## src/rtl/timctrl_pkg.sv

```systemverilog
// Shared timing-controller definitions: supervisor state encoding and counter sizing.
// No logic; the latency and backpressure notes live with the modules.
package timctrl_pkg;

    typedef enum logic [2:0] {
        ST_RESET     = 3'd0,
        ST_WAIT_LOCK = 3'd1,
        ST_STABLE    = 3'd2,
        ST_RUN       = 3'd3,
        ST_FAIL      = 3'd4
    } pll_state_t;

    // Widest counter any timing block may need (parameters are capped at 2^20).
    localparam int CNT_W_MAX = 20;

    // Counters only ever hold PARAM-1, so clog2 of the largest parameter is enough.
    function automatic int cnt_width(input int a, input int b, input int c);
        int m;
        m = a;
        if (b > m) m = b;
        if (c > m) m = c;
        return (m > 1) ? $clog2(m) : 1;
    endfunction

endpackage

```

## src/rtl/timctrl_sync_2ff.sv

```systemverilog
// Two-flop synchronizer for a single asynchronous level; latency 2 cycles.
// No backpressure: samples every clock.
module timctrl_sync_2ff (
    input  logic clk,
    input  logic rst,
    input  logic d,
    output logic q
);

    logic meta;

    always_ff @(posedge clk) begin
        if (rst) begin
            meta <= 1'b0;
            q    <= 1'b0;
        end else begin
            meta <= d;
            q    <= meta;
        end
    end

endmodule

```

## src/rtl/timctrl_pll_supervisor.sv

```systemverilog
// PLL bring-up supervisor: pulses pll_rst, waits for a stable lock, retries, then gives up.
// Outputs registered, 1 cycle after the decision; no backpressure (restart is a 1-cycle strobe).
module timctrl_pll_supervisor
    import timctrl_pkg::*;
#(
    parameter int RST_HOLD_CYCLES = 16,
    parameter int LOCK_TIMEOUT    = 100000,
    parameter int LOCK_STABLE     = 1024,
    parameter int MAX_RETRY       = 7
) (
    input  logic       clk,
    input  logic       rst,
    input  logic       pll_locked,
    input  logic       restart,
    output logic       pll_rst,
    output logic       ready,
    output logic       fail,
    output logic [3:0] retry_cnt,
    output logic [7:0] loss_cnt,
    output logic [2:0] state
);

    localparam int CNT_W = cnt_width(RST_HOLD_CYCLES, LOCK_TIMEOUT, LOCK_STABLE);

    localparam logic [CNT_W-1:0] HOLD_LAST    = CNT_W'(RST_HOLD_CYCLES - 1);
    localparam logic [CNT_W-1:0] TIMEOUT_LAST = CNT_W'(LOCK_TIMEOUT - 1);
    localparam logic [CNT_W-1:0] STABLE_LAST  = CNT_W'(LOCK_STABLE - 1);
    localparam logic [3:0]       RETRY_LIMIT  = 4'(MAX_RETRY);

    pll_state_t       st;
    logic [CNT_W-1:0] cnt;
    logic             locked_s;
    logic [3:0]       retry_inc;

    timctrl_sync_2ff u_lock_sync (
        .clk (clk),
        .rst (rst),
        .d   (pll_locked),
        .q   (locked_s)
    );

    assign retry_inc = retry_cnt + 4'd1;
    assign state     = st;

    always_ff @(posedge clk) begin
        if (rst) begin
            st        <= ST_RESET;
            pll_rst   <= 1'b1;
            ready     <= 1'b0;
            fail      <= 1'b0;
            retry_cnt <= 4'd0;
            loss_cnt  <= 8'd0;
            cnt       <= '0;
        end else if (restart) begin
            // Restart wins over any lock/timeout event this cycle; loss history is kept.
            st        <= ST_RESET;
            pll_rst   <= 1'b1;
            ready     <= 1'b0;
            fail      <= 1'b0;
            retry_cnt <= 4'd0;
            cnt       <= '0;
        end else begin
            case (st)
                ST_RESET: begin
                    if (cnt == HOLD_LAST) begin
                        st      <= ST_WAIT_LOCK;
                        pll_rst <= 1'b0;
                        cnt     <= '0;
                    end else begin
                        cnt <= cnt + 1'b1;
                    end
                end
                ST_WAIT_LOCK: begin
                    if (locked_s) begin
                        // The cycle that saw lock is the first of the stable window.
                        st  <= ST_STABLE;
                        cnt <= CNT_W'(1);
                    end else if (cnt == TIMEOUT_LAST) begin
                        retry_cnt <= retry_inc;
                        pll_rst   <= 1'b1;
                        cnt       <= '0;
                        if (retry_inc == RETRY_LIMIT) begin
                            st   <= ST_FAIL;
                            fail <= 1'b1;
                        end else begin
                            st <= ST_RESET;
                        end
                    end else begin
                        cnt <= cnt + 1'b1;
                    end
                end
                ST_STABLE: begin
                    if (!locked_s) begin
                        st  <= ST_WAIT_LOCK;
                        cnt <= '0;
                    end else if (cnt >= STABLE_LAST) begin
                        st        <= ST_RUN;
                        ready     <= 1'b1;
                        retry_cnt <= 4'd0;
                        cnt       <= '0;
                    end else begin
                        cnt <= cnt + 1'b1;
                    end
                end
                ST_RUN: begin
                    if (!locked_s) begin
                        st      <= ST_RESET;
                        ready   <= 1'b0;
                        pll_rst <= 1'b1;
                        cnt     <= '0;
                        if (loss_cnt != 8'hFF) loss_cnt <= loss_cnt + 8'd1;
                    end
                end
                ST_FAIL: begin
                    pll_rst <= 1'b1;
                    fail    <= 1'b1;
                end
                default: begin
                    st      <= ST_RESET;
                    pll_rst <= 1'b1;
                    cnt     <= '0;
                end
            endcase
        end
    end

endmodule

```

## config.mk

```make
export PLATFORM = sky130hd
export DESIGN_NAME = timctrl_pll_supervisor
export DESIGN_NICKNAME = d
export VERILOG_FILES = /design/src/rtl/timctrl_pkg.sv /design/src/rtl/timctrl_sync_2ff.sv /design/src/rtl/timctrl_pll_supervisor.sv
export SDC_FILE = /design/constraint.sdc
export NUM_CORES = 1
export LEC_CHECK = 0
export BUFFER_PORTS_ARGS = -buffer_cell sky130_fd_sc_hd__clkbuf_2
export CAP_MARGIN = 25
export CELL_PAD_IN_SITES_DETAIL_PLACEMENT = 0
export CELL_PAD_IN_SITES_GLOBAL_PLACEMENT = 1
export CORE_MARGIN = 4
export CORE_UTILIZATION = 43
export DETAILED_ROUTE_END_ITERATION = 8
export PLACE_DENSITY_LB_ADDON = 0.1
export RECOVER_POWER = 100
export SYNTH_ARGS = -nofsm -noshare
export SYNTH_HDL_FRONTEND = slang
export SYNTH_HIERARCHICAL = 1
export SYNTH_SLANG_ARGS = --single-unit
```

## constraint.sdc

```tcl
create_clock -name clk -period 3 [get_ports clk]
set_input_delay 0.6 -clock clk [delete_from_list [all_inputs] [get_ports clk]]
set_output_delay 0.6 -clock clk [all_outputs]
set_load 0.005 [all_outputs]
```

==> impl_metrics.env, run 1 <==
export IMPL_yosys_register_bits=37
export IMPL_p_per_area_nw_per_um2=404.9
export IMPL_fin_nets=256
export IMPL_worstReg2RegStart="cnt[0]"
export IMPL_setup_tns_ns=0
export IMPL_ant_nets=0
export IMPL_postSynthCellCount=224
export IMPL_grt_max_degree=16
export IMPL_critPathMaxFanout=13
export IMPL_drive_above_1_share_pct=11.24
export IMPL_num_vias=1615
export IMPL_dp_slack_ns=0.7387
export IMPL_drtIter0Drc=74
export IMPL_synthDistinctLibCells=50
export IMPL_drc=0
export IMPL_ctsHoldBuffers=0
export IMPL_insertedDiodeCount=0
export IMPL_gr_total_overflow=0
export IMPL_ctsResizeCount=0
export IMPL_io_buffers=21
export IMPL_period_share_pct=81.15
export IMPL_finClkSkew_ns=0.009541
export IMPL_power_leakage_nw=0.7761
export IMPL_fp_dieH_um=74.62
export IMPL_min_from="u_lock_sync/meta"
export IMPL_cp_data_arrival_time_ns=2.60
export IMPL_slew_violations=0
export IMPL_dieWidth_um=74.62
export IMPL_syn_to_final_growth_pct=11.02
export IMPL_pin_count=22
export IMPL_tightest_slew_ns=0.5103
export IMPL_hp_class="reg -> reg"
export IMPL_cts_tree="done"
export IMPL_final_hold_viol_count=0
export IMPL_synth_nets=232
export IMPL_wl_per_cell_um=13.36
export IMPL_startpoint="cnt[0]"
export IMPL_yosysWarnings=6
export IMPL_rows=23
export IMPL_clk_path_buf_depth=2
export IMPL_n_fill_cell=435
export IMPL_gp_congestion=0.7861
export IMPL_synth_ff_type="dfxtp_1"
export IMPL_fp_dieArea_sq_um=5567
export IMPL_post_route_min_period_ns=2.435
export IMPL_async_flop_share_pct=0
export IMPL_antenna_found_initial=0
export IMPL_status="completed"
export IMPL_cts_sinks=37
export IMPL_multi_input_area_sq_um=1094
export IMPL_dr_pass1_iters=4
export IMPL_p_total_uw=857.7
export IMPL_max_freq_ghz=0.4108
export IMPL_path_class="reg -> reg"
export IMPL_cp_end_kind="flip-flop"
export IMPL_synth_top_area_cell="dfxtp_1"
export IMPL_synthTopCellsByCount="37 x dfxtp_1, 29 x nor2_1, 19 x nand2_1"
export IMPL_ys_seq_area_share_pct=38.82
export IMPL_grt_pass1_vias=1501
export IMPL_cts_setup_buffers=0
export IMPL_hpwl_um=2927
export IMPL_peakVddDrop_mv=0.3023
export IMPL_netlist_area_sq_um=1908
export IMPL_start_kind="flip-flop"
export IMPL_grtUsageTotal_pct=16.03
export IMPL_synth_edf_count=0
export IMPL_insertion_delay_ns=0.29
export IMPL_synthTopCellsByArea="dfxtp_1 39%, xor2_1 6.0%, nor2_1 5.7%"
export IMPL_setup_viol=0
export IMPL_syn_avg_cell_area_sq_um=8.518
export IMPL_post_synth_top_count_cell="dfxtp_1"
export IMPL_worst_slack_ns=0.5655
export IMPL_register_area_sq_um=740.7
export IMPL_vias_per_cell=5.401
export IMPL_synth_top_area_share_pct=38.82
export IMPL_initial_core_util_pct=46.04
export IMPL_core_sq_um=4144
export IMPL_clkSlewWorstSetupHoldPaths_ns=0.08
export IMPL_cts_root_buf="clkbuf_8"
export IMPL_cts_buffers=5
export IMPL_maxCapViolCount=0
export IMPL_rsz0062_at_grt="false"
export IMPL_grt_pass1_wl_um=6996
export IMPL_crit_required_ns=3.16
export IMPL_htree_levels=2
export IMPL_max_slew_margin_pct=65.66
export IMPL_routed_wl_um=3994
[through the flow]
step / hold slack (ns) / instances / utilization (%) / cell area (sq um)
2_1_floorplan: 0.4138 / 224 / - / 1908
3_3_place_gp: 0.4270 / 291 / 49.58 / 2054
3_5_place_dp: 0.4272 / 291 / 49.58 / 2054
4_1_cts: 0.4469 / 299 / 51.69 / 2142
5_1_grt: 0.4680 / 299 / 51.12 / 2118
6_report: 0.4390 / 299 / 51.12 / 2118
[worst paths after layout]
path	to	slack, ns	cells after the start
hold reg to reg	u_lock_sync/q	0.44	1
setup reg to reg	cnt[2]	0.57	7
setup / recovery	cnt[2]	0.57	7
hold / removal	u_lock_sync/q	0.44	1
[critical path, stage by stage (launching register included)]
cell and delay, ns:
dfxtp_1 0.46, ha_1 0.25, nand2_1 0.13, nor4_1 0.42
a21bo_2 0.21, and3_1 0.40, a21o_2 0.35, nor2_1 0.08
[registers in the layout (all words and copies together) (netlist names)]
| name | cells |
|---|---|
| fail | 1 |
| loss_cnt | 8 |
| retry_cnt | 4 |
| cnt | 17 |
| pll_rst | 1 |
| u_lock_sync/meta | 1 |
| state | 3 |
| u_lock_sync/q | 1 |
| ready | 1 |
[where the power goes]
part           internal, mW  switching [mW]  total (mW)
Sequential            0.493         0.00355       0.497
Clock                 0.164           0.175       0.339
Combinational       0.00835          0.0134      0.0218
Total                 0.665           0.192       0.858
[logic make-up (layout without fill, tap and decap cells)]
logic type	Yosys count	in the layout	share of synthesized area, %
xor+xnor	18	18	8.262
simple gates	112	112	31.74
compound gates	38	38	13.97
mux	2	2	1.115
flops	37	37	38.82
buf+inv	13	38	3.475
fa+ha+maj	4	4	2.623
[layer usage]
metal  part of all wire (%)  vias up  routed length (um)  global-route usage, %
met5                      0        -                   0                      0
met4                   0.90        0                  36                  3.557
met3                    3.5        5                 139                  4.272
met2                     46       19                1831                  25.46
met1                     50      741                1987                  21.94
li1                       -      850                   -                      -
[area by class of cell]
type                       instances  share of cell area, %
timing repair buffer              24                  5.257
multi-input combinational        174                  51.62
clock inverter                     2                 0.7088
inverter                           6                  1.063
clock buffer                       6                  3.426
sequential                        37                  34.97
tap                               50                  2.953
[cell usage in the layout, fill, tap and decap left out, types with 6 or more instances in the layout]
master / Yosys / routed
a21oi_1: 9 / 9
clkbuf_1: 3 / 12
nand2b_1: 7 / 7
nor2_1: 29 / 30
dfxtp_1: 37 / 37
xor2_1: 13 / 13
nor3_1: 6 / 6
inv_1: 6 / 6
nand2_1: 19 / 19
clkbuf_2: 0 / 11
nand3_1: 16 / 16
(Power assumes the default switching activity.)
==> run 2: changes to the inputs <==
ABC_AREA = 1   (was unset)
CORE_UTILIZATION = 42   (was 43)
clock period = 2.41 ns   (was 3 ns; I/O delays follow)
==> run 2 against run 1 <==
  * Sequential cell count stayed put
  * Count of clock-buffer cells in the layout is 1 higher
  * Clock power is 25% higher
  * Critical endpoint is now cnt[10]
  * Largest power group unchanged
==> impl_metrics.env, run 2 <==
export IMPL_final_hold_viol_count=0
export IMPL_grt_max_degree=15
export IMPL_power_internal_uw=850.0
export IMPL_dieWidth_um=78.03
export IMPL_hpwl_um=3325
export IMPL_post_route_min_period_ns=1.923
export IMPL_crit_required_ns=2.57
export IMPL_peakVddDrop_mv=0.2996
export IMPL_async_flop_share_pct=0
export IMPL_synth_edf_count=0
export IMPL_clkSlewWorstSetupHoldPaths_ns=0.07
export IMPL_io_buffers=21
export IMPL_rsz0062_at_grt="false"
export IMPL_cp_end_kind="flip-flop"
export IMPL_p_comb_share_pct=2.5
export IMPL_routed_wl_um=4360
export IMPL_drtIter0Drc=89
export IMPL_hp_class="in -> reg"
export IMPL_setup_tns_ns=0
export IMPL_clkPwrFrac_pct=39.7
export IMPL_postSynthCellCount=288
export IMPL_cts_buffers=5
export IMPL_synth_nets=296
export IMPL_wl_per_cell_um=11.38
export IMPL_fp_dieArea_sq_um=6088
export IMPL_worstReg2RegStart="cnt[0]"
export IMPL_antenna_found_initial=0
export IMPL_sequentialPowerShare_pct=57.7
export IMPL_critPathMaxFanout=10
export IMPL_initial_core_util_pct=43.60
export IMPL_fin_util_pct=48.56
export IMPL_grt_pass1_wl_um=7790
export IMPL_status="completed"
export IMPL_core_sq_um=4723
export IMPL_synth_top_area_share_pct=35.97
export IMPL_power_leakage_nw=0.9512
export IMPL_cts_root_buf="clkbuf_8"
export IMPL_p_per_area_nw_per_um2=466.6
export IMPL_layout_commonest_cell="nand2_1"
export IMPL_synthDistinctLibCells=30
export IMPL_synthTopCellsByArea="dfxtp_1 36%, nand2_1 11%, nor2_1 7.1%"
export IMPL_insertion_delay_ns=0.28
export IMPL_min_from="pll_locked"
export IMPL_yosysWarnings=6
export IMPL_finClkSkew_ns=0.003041
export IMPL_yosys_register_bits=37
export IMPL_r2r_end="cnt[10]"
export IMPL_max_freq_ghz=0.5200
export IMPL_grt_pass1_vias=1750
export IMPL_rows=25
export IMPL_slew_violations=0
export IMPL_htree_levels=2
export IMPL_fin_nets=324
export IMPL_power_switching_share_pct=20.56
export IMPL_maxCapViolCount=0
export IMPL_synthTopCellsByCount="58 x nand2_1, 39 x nor2_1, 37 x dfxtp_1, 37 x inv_1, 23 x nand3_1"
export IMPL_insertedDiodeCount=0
export IMPL_final_cell_mix="59 x nand2_1, 39 x nor2_1, 38 x inv_1"
export IMPL_holdPathStages=3
export IMPL_reg_top3="cnt: 17 flops, loss_cnt: 8 flops, retry_cnt: 4 flops"
export IMPL_pin_count=22
export IMPL_drive_above_1_share_pct=14.56
export IMPL_max_slew_margin_pct=74.70
export IMPL_vias_per_cell=4.666
export IMPL_cp_data_arrival_time_ns=2.09
export IMPL_p_sw_uw=220.0
export IMPL_num_vias=1787
export IMPL_path_class="reg -> reg"
export IMPL_worstHoldEndpoint="u_lock_sync/meta"
export IMPL_start_kind="flip-flop"
export IMPL_ys_seq_area_share_pct=35.97
export IMPL_r2r_slack_ns=0.49
export IMPL_largest_reg_flops=17
export IMPL_register_area_sq_um=740.7
export IMPL_period_share_pct=79.79
export IMPL_cts_sinks=37
export IMPL_ctsResizeCount=0
export IMPL_synth_top_area_cell="dfxtp_1"
export IMPL_syn_to_final_growth_pct=11.36
export IMPL_cts_setup_buffers=0
export IMPL_multi_input_area_sq_um=1130
export IMPL_clk_path_buf_depth=2
export IMPL_synth_ff_type="dfxtp_1"
export IMPL_dr_pass1_iters=4
export IMPL_n_fill_cell=516
export IMPL_largest_register="cnt"
export IMPL_syn_avg_cell_area_sq_um=7.151
export IMPL_ctsHoldBuffers=0
export IMPL_ant_nets=0
export IMPL_drc=0
export IMPL_rr_worst_depth=8
export IMPL_post_synth_top_count_cell="nand2_1"
export IMPL_setup_viol=0
export IMPL_cts_tree="done"
export IMPL_gr_total_overflow=0
export IMPL_netlist_area_sq_um=2059
export IMPL_gp_congestion=0.7832
export IMPL_tightest_slew_ns=0.3766
export IMPL_fp_dieH_um=78.03
export IMPL_grtUsageTotal_pct=15.65
==> run 2: through the flow <==
step | hold WS (ns) | area [sq um] | setup slack, ns | total power, mW | cells
final | 0.3915 | 2293 | 0.4869 | 1.070 | 383
after global routing | 0.4174 | 2293 | 0.2347 | 1.125 | 383
after CTS | 0.3753 | 2337 | 0.6347 | 1.096 | 383
after detailed placement | 0.3967 | 2251 | 0.6451 | 0.6595 | 376
after global placement | 0.3927 | 2251 | 0.6385 | 0.6596 | 376
after floorplan | 0.3883 | 2059 | 0.8937 | 0.6479 | 288
==> run 2: worst max-delay path by stage <==
| stage | start | end | slack [ns] | cells after the start |
|---|---|---|---|---|
| 6_report | cnt[0] | cnt[10] | 0.49 | 8 |
| 5_1_grt | cnt[0] | retry_cnt[0] | 0.23 | 10 |
| 4_1_cts | cnt[0] | cnt[16] | 0.63 | 8 |
| 3_5_place_dp | cnt[0] | cnt[16] | 0.65 | 8 |
| 3_3_place_gp | cnt[0] | cnt[13] | 0.64 | 10 |
| 2_1_floorplan | cnt[0] | cnt[12] | 0.89 | 9 |
==> run 2: per-layer routing <==
layer	routed length [um]	global-route usage, %	share of wire, %	up-vias
met3	190	4.128	4.4	2
li1	-	-	-	985
met4	22	4.371	0.50	0
met1	2203	21.14	51	770
met5	0	0	0	-
met2	1944	24.66	45	30
==> run 2: cells by family after synthesis <==
family	share of synthesized area, %
XOR/XNOR	5.529
flip-flops	35.97
AO/OA/AOI/OAI	8.445
adder cells (fa/ha/maj)	2.430
buffers and inverters	7.533
AND/OR/NAND/NOR	40.10
==> run 2: layout make-up <==
type / instances / area share (%)
clock buffers: 7 / 3.764
inverters: 40 / 6.547
multi-input cells: 210 / 49.26
flip-flops and latches: 37 / 32.30
well taps: 67 / 3.655
repair buffers: 22 / 4.474
==> run 2: power by group through the flow <==
stage	Sequential, mW	Combinational (mW)	Clock (mW)
floorplan	0.631	0.0169	0
global placement	0.632	0.0277	0
detailed placement	0.632	0.0277	0
CTS	0.618	0.0278	0.451
global route	0.618	0.0310	0.476
finish	0.618	0.0269	0.425
==> run 2: critical path, stage by stage (launching register included) <==
cell and delay, ns:
dfxtp_1 0.40, ha_1 0.25, nand2_1 0.10, nor2_2 0.11, nand3_1 0.21, nand4_1 0.30, nand4_4 0.19, nand2_4 0.17
nor3_1 0.06
